==> config.mk <==
export PLATFORM = sky130hd
export DESIGN_NAME = secuenciador_alu_flat
export DESIGN_NICKNAME = d
export VERILOG_FILES = /design/src/rtl/secuenciador_alu_if.sv /design/src/rtl/secuenciador_alu.sv /design/src/flat_wrapper.sv
export SDC_FILE = /design/constraint.sdc
export NUM_CORES = 1
export LEC_CHECK = 0
export CAP_MARGIN = 20
export CORE_UTILIZATION = 55
export CTS_BUF_LIST = sky130_fd_sc_hd__clkbuf_2 sky130_fd_sc_hd__clkbuf_4 sky130_fd_sc_hd__clkbuf_8
export CTS_CLUSTER_DIAMETER = 120
export DETAILED_ROUTE_END_ITERATION = 7
export PLACE_DENSITY = 0.86
export RECOVER_POWER = 100
export REMOVE_ABC_BUFFERS = 1
export SETUP_SLACK_MARGIN = 0.05
export SLEW_MARGIN = 20
export SYNTH_ARGS = -nofsm -noshare
export SYNTH_HDL_FRONTEND = slang
export SYNTH_SLANG_ARGS = --single-unit
==> constraint.sdc <==
create_clock -name clk -period 1.8 [get_ports clk]
set_input_delay 0.27 -clock clk [delete_from_list [all_inputs] [get_ports clk]]
set_output_delay 0.27 -clock clk [all_outputs]
set_load 0.1 [all_outputs]
==> src/rtl/secuenciador_alu_if.sv <==
// Operand/opcode sequencer bus: board switches and buttons in, ALU operands out.
interface secuenciador_alu_if #(
  parameter int unsigned DAT_W = 8,
  parameter int unsigned OP_W  = 6
);
  logic [DAT_W-1:0] entrada;
  logic             boton_carga;
  logic             boton_clr;
  logic [DAT_W-1:0] a;
  logic [DAT_W-1:0] b;
  logic [OP_W-1:0]  op;
  logic [1:0]       estado;
  logic             listo;

  // Board side: drives switches and buttons, observes the loaded operands.
  modport master (
    output entrada, boton_carga, boton_clr,
    input  a, b, op, estado, listo
  );

  // Sequencer side.
  modport slave (
    input  entrada, boton_carga, boton_clr,
    output a, b, op, estado, listo
  );
endinterface

==> src/rtl/secuenciador_alu.sv <==
// ALU operand/opcode sequencer: debounced, edge-triggered loading of A, B and OP
// from a single switch bus, with a clear button that returns to the start.
module secuenciador_alu #(
  parameter int unsigned DAT_W = 8,
  parameter int unsigned OP_W  = 6,
  parameter int unsigned DEB_N = 3
) (
  input logic              clk,
  input logic              reset,
  secuenciador_alu_if.slave bus
);

  localparam int unsigned CW = (DEB_N > 1) ? $clog2(DEB_N) : 1;

  typedef enum logic [1:0] {
    S_A   = 2'b00,
    S_B   = 2'b01,
    S_OP  = 2'b10,
    S_RES = 2'b11
  } state_t;

  // Button index 0 = carga, 1 = clr.
  logic [1:0]    raw;
  logic [1:0]    sync1;
  logic [1:0]    sync2;
  logic [1:0]    acc;
  logic [1:0]    acc_d;
  logic [1:0]    press;
  logic [CW-1:0] cnt [2];

  state_t           state;
  logic [DAT_W-1:0] a_q;
  logic [DAT_W-1:0] b_q;
  logic [OP_W-1:0]  op_q;
  logic             listo_q;

  assign raw = {bus.boton_clr, bus.boton_carga};

  // Synchronize, debounce and detect the accepted-level rising edge of each button.
  // The press pulse is registered, so a held button reaches the FSM 2+DEB_N+1 edges
  // after it is first sampled.
  always_ff @(posedge clk or posedge reset) begin
    if (reset) begin
      sync1  <= '0;
      sync2  <= '0;
      acc    <= '0;
      acc_d  <= '0;
      press  <= '0;
      cnt[0] <= '0;
      cnt[1] <= '0;
    end else begin
      sync1 <= raw;
      sync2 <= sync1;
      acc_d <= acc;
      press <= acc & ~acc_d;
      for (int unsigned i = 0; i < 2; i++) begin
        if (sync2[i] == acc[i]) begin
          cnt[i] <= '0;
        end else if (cnt[i] == CW'(DEB_N - 1)) begin
          acc[i] <= sync2[i];
          cnt[i] <= '0;
        end else begin
          cnt[i] <= cnt[i] + CW'(1);
        end
      end
    end
  end

  // Load sequence A -> B -> OP -> result; clear overrides a simultaneous load.
  always_ff @(posedge clk or posedge reset) begin
    if (reset) begin
      state   <= S_A;
      a_q     <= '0;
      b_q     <= '0;
      op_q    <= '0;
      listo_q <= 1'b0;
    end else if (press[1]) begin
      state   <= S_A;
      a_q     <= '0;
      b_q     <= '0;
      op_q    <= '0;
      listo_q <= 1'b0;
    end else if (press[0]) begin
      case (state)
        S_A: begin
          a_q   <= bus.entrada;
          state <= S_B;
        end
        S_B: begin
          b_q   <= bus.entrada;
          state <= S_OP;
        end
        S_OP: begin
          op_q    <= bus.entrada[OP_W-1:0];
          listo_q <= 1'b1;
          state   <= S_RES;
        end
        S_RES: begin
          a_q     <= bus.entrada;
          listo_q <= 1'b0;
          state   <= S_B;
        end
        default: state <= S_A;
      endcase
    end
  end

  assign bus.a      = a_q;
  assign bus.b      = b_q;
  assign bus.op     = op_q;
  assign bus.estado = state;
  assign bus.listo  = listo_q;

endmodule

==> src/flat_wrapper.sv <==
// flat-port wrapper written by rule: the top's interface ports become plain ports
module secuenciador_alu_flat 
#(
  parameter int unsigned DAT_W = 8,
  parameter int unsigned OP_W  = 6,
  parameter int unsigned DEB_N = 3
)
  (clk, reset, bus_entrada, bus_boton_carga, bus_boton_clr, bus_a, bus_b, bus_op, bus_estado, bus_listo);
  secuenciador_alu_if #(.DAT_W(DAT_W), .OP_W(OP_W)) bus_i ();
  input logic clk;
  input logic reset;
  input wire logic [$bits(bus_i.entrada)-1:0] bus_entrada;
  input wire logic [$bits(bus_i.boton_carga)-1:0] bus_boton_carga;
  input wire logic [$bits(bus_i.boton_clr)-1:0] bus_boton_clr;
  output wire logic [$bits(bus_i.a)-1:0] bus_a;
  output wire logic [$bits(bus_i.b)-1:0] bus_b;
  output wire logic [$bits(bus_i.op)-1:0] bus_op;
  output wire logic [$bits(bus_i.estado)-1:0] bus_estado;
  output wire logic [$bits(bus_i.listo)-1:0] bus_listo;
  assign bus_i.entrada = bus_entrada;
  assign bus_i.boton_carga = bus_boton_carga;
  assign bus_i.boton_clr = bus_boton_clr;
  assign bus_a = bus_i.a;
  assign bus_b = bus_i.b;
  assign bus_op = bus_i.op;
  assign bus_estado = bus_i.estado;
  assign bus_listo = bus_i.listo;
  secuenciador_alu #(.DAT_W(DAT_W), .OP_W(OP_W), .DEB_N(DEB_N)) u_core (.clk(clk), .reset(reset), .bus(bus_i));
endmodule
# Word level (Yosys, flattened, before mapping)
# Index checks and enable logic that the tools add are counted.
# totals
memories	0
word_cells	58
ff_bits	39
mem_bits_ro	0
inputBits	12
ramBits	0
latchBits	0
out_inout_bits	25
# op_classes
shifts	0
mul	0
n_bitwise	4
n_mux	19
order_cmp	0
n_reduce_logical	13
div	0
eq_ne	7
n_addsub	2
# ops
operator	count
8-bit two-way mux	6
6-bit two-way mux	3
2-bit two-way mux	6
2-bit AND reduction	6
2-bit equality test, second input constant	4
2-bit nonzero test	4
2-bit case mux with 3 select lines	1
2-bit by 1-bit adder with 2-bit output, second input constant	2
3-bit nonzero test	1
2-bit AND	1
1-bit equality test	2
2-bit by 1-bit equality test with 1-bit output, second input constant	1
2-bit logical NOT	1
1-bit two-way mux	2
1-bit NOT	2
2-bit NOT	1
1-bit case mux with 2 select lines	1
2-bit OR reduction	1

# Longest topological paths before layout
# depth
ltp_word	5
ltp_mapped	5
mapped_depth_nobuf	4

# Least setup slack after synthesis
# No wires, ideal clock.
# synth_timing
path_kind	register to register
startpoint	register u_core.state[0], in the netlist u_core.bus.estado[0]
endpoint	register u_core.a_q[0], in the netlist u_core.bus.a[0]
required_ns	1.721
period_less_slack_ns	1.854
path_stages_with_launch	5
path_buffers	0
setup_ns	0.079
path_slack_ns	-0.054
arrival_ns	1.775
path_cell_list	dfrtp_1 inv_1 ha_1 nand2_2 mux2i_1
# synth_between
elab_chain_cells	4
elab_cells_between_ends	5
cone_classes	eq/ne (1); reduce/logical (4)
# synth_rtl
element	line	rtl
from (decl)	secuenciador_alu.sv:31	state_t state;
from (signal assigned)	secuenciador_alu.sv:72	state <= S_A;
from (signal assigned)	secuenciador_alu.sv:78	state <= S_A;
from (signal assigned)	secuenciador_alu.sv:87	state <= S_B;
2-bit equality test / 2-bit logical NOT (equally long branches)	secuenciador_alu.sv:84	case (state)
2-bit OR reduction (no source line) *	--	
2-bit nonzero test (no source line) *	--	
2-bit AND reduction (no source line) *	--	
to (signal assigned)	secuenciador_alu.sv:86	a_q <= bus.entrada;
to (signal assigned)	secuenciador_alu.sv:99	a_q <= bus.entrada;
to (decl)	secuenciador_alu.sv:32	logic [DAT_W-1:0] a_q;
# Mark *: on every way between the ends. The rest lies on a longest branch, timed or not.
# A chain may end at the register's enable or synchronous reset.

# Worst setup path in the final report
# layout_timing
startpoint	register u_core.state[1], in the netlist u_core.bus.estado[1]
endpoint	output port bus_estado[1]
# layout_rtl
element	line	rtl
to (decl)	flat_wrapper.sv:18	output wire logic [$bits(bus_i.estado)-1:0] bus_estado;
# No word-level cell between the ends.

==> out/results.ini <==
[logic_synthesis]
syn_area_sq_um = 1640
yosys.cell_types.count = 22
syn_inst = 127
synthAdderAreaFrac_pct = 2.29
ys_warn_count = 0
synth-compound-area-share_pct = 1.53
ys_ff_latch = 39
synthMuxAreaShare_pct = 14.8
synth_top_family_by_area = simple AND/OR/NAND/NOR gates
yosys.area_share.xor_xnor_pct = 1.07
yosysSeqAreaShare_pct = 59.5
avgSynthCellArea_sq_um = 12.9
synth-simple-area-share_pct = 17.3

[clocking]
cts_resized = 0
cts_tree = yes
clock_sinks = 39
clock_latency_ns = 0.35
post-cts-setup-buffers = 0
numCtsBuffers = 5
hold_buffers = 0
htreeDepth = 2
clk_pin_slew_ns = 0.11
cts_buffer_depth = 2
cts-root-buf = clkbuf_4

[global_route]
gr-usage-all-layers_pct = 20.4
grt_max_degree = 40
grt_pass1_vias = 1055
antenna_found_initial = 0
grt_pass1_wl_um = 4820
grt_overflow = 0

[detailed_routing]
first_pass_iters = 3
vias = 997
drcViolationCount = 0
finalWirelength_um = 2830
antenna_left = 0
wl_per_cell_um = 14.3
viasPerCell = 5.04
first_iter_violations = 18

[timing]
rsz0062_at_grt = no
hold_viol_final = 0
tightest_slew_ns = 0.944
min_period_over_period_pct = 86.2
max-slew-margin-rel_pct = 37.1
finalSetupViolations = 0
slew_viol_final = 0
setup_ws_ns = 0.249
post-route-min-period_ns = 1.55
fmax_mhz = 645
fin_worst_skew_ns = 0.00474

[place]
placedCellCount = 190
port_buffers = 36
post-place-ws_ns = 0.405
dp_hpwl_um = 2010
placed_cell_area_sq_um = 1970
gp_congestion = 0.693

[cells_and_area]
mostFrequentLayoutCells = 39 x dfrtp_1, 32 x nand2b_1, 26 x clkbuf_2, 22 x mux2i_1, 8 x clkdlybuf4s50_1
finalInstanceArea_sq_um = 1960
drive_gt1_share_pct = 22.2
fin_cells = 198
fin_nets = 181
fin_util_pct = 70.4
syn2layout_area_growth_pct = 19.3
antenna-diode-count = 0
final_common_cell = dfrtp_1

[die]
die-height_um = 56.6
ios = 37
die_area_sq_um = 3200
die_w_um = 56.6
rows = 19
start_util_pct = 59.0
core-area_sq_um = 2780

[flow_run]
drv_cap = 0

[setup_path]
critPathArrivalTime_ns = 1.28
slowest_stage = clkbuf_2
cp_top_family = buffers and inverters
critPathCaptureType = primary output
critPathLaunchType = flop
crit_chain = clkbuf_2
crit_required_ns = 1.53
cp_max_fo = 5
crit_type = flop to primary output
critPathMaxStageDelay_ns = 0.49
critPathBufInv = 1

[worst_hold_path]
hold_class = flop to flop

[status]
status = finished, final reports clean

[through the flow]
stage | hold slack (ns) | TNS (ns)
CTS | 0.330 | 0
global placement | 0.337 | 0
floorplan | 0.301 | -0.433
global route | 0.381 | 0
detailed placement | 0.339 | 0
finish | 0.363 | 0
[worst reg2reg max path, stage by stage, from the launching register on]
cell	delay [ns]
dfrtp_1	0.43
inv_1	0.07
ha_1	0.31
nand2_1	0.35
mux2i_1	0.25
[worst paths after layout]
kind	start	endpoint	slack, ns	cells past startpoint
worst max-delay path	u_core.bus.estado[1]$_DFFE_PP0P_	bus_estado[1]	0.25	1
worst max register to register	u_core.bus.estado[0]$_DFFE_PP0P_	u_core.bus.a[1]$_DFFE_PP0P_	0.33	4
worst min register to register	u_core.sync1[1]$_DFF_PP0_	u_core.sync2[1]$_DFF_PP0_	0.36	0
min in group asynchronous	reset	u_core.bus.b[6]$_DFFE_PP0P_	0.64	3
worst min-delay path	u_core.sync1[1]$_DFF_PP0_	u_core.sync2[1]$_DFF_PP0_	0.36	0
max in group asynchronous	reset	u_core.bus.op[3]$_DFFE_PP0P_	0.59	3
[sequential cells by signal (all words and copies together) (netlist names)]
name	flops
u_core.bus.b	8
u_core.cnt	4
u_core.acc_d	2
u_core.bus.a	8
u_core.bus.op	6
u_core.bus.estado	2
u_core.bus.listo	1
u_core.press	2
u_core.sync1	2
u_core.acc	2
u_core.sync2	2
[layout make-up]
type / instances / area (sq um)
well taps: 31 / 38.8
clock buffers: 5 / 37.5
flip-flops and latches: 39 / 976
repair buffers: 38 / 248
inverters: 3 / 11.3
fillers: 211 / 825
clock inverters: 3 / 43.8
multi-input cells: 79 / 602
[cell usage after synthesis]
cell type  count  area [sq um]
ha_1           3          37.5
nor3_1         2          10.0
buf_6          3          33.8
a211oi_1       1          7.51
and2_1         1          6.26
inv_1          3          11.3
mux2i_1       22           220
o21a_1         1          7.51
dfrtp_1       39           976
or2b_1         1          7.51
buf_2          1          5.00
nor3b_1        2          15.0
nand2_2        1          6.26
nand2b_1      32           200
nor2_1         1          3.75
nand2_1        2          7.51
clkbuf_1       2          7.51
nor2b_1        3          18.8
xnor2_1        2          17.5
mux2_2         2          22.5
and2_4         1          8.76
a21oi_1        2          10.0
[layer usage]
metal	up-vias	global-route usage, %	wire length, um
met5	-	0	0
met4	0	6.27	25
met3	4	7.60	114
met2	22	32.1	1440
met1	484	26.2	1250
li1	487	-	-
[cells by family after synthesis]
logic type	count (synthesis)
xor gates and xnor gates	2
and+or+nand+nor	46
AOI/OAI and AO/OA	4
buffers and inverters	9
muxes	24
adders and majority gates	3
DFF	39
Power is left out: the tool's default activity adds up to more than one toggle a clock period on the data nets, which glitch-free logic cannot reach.
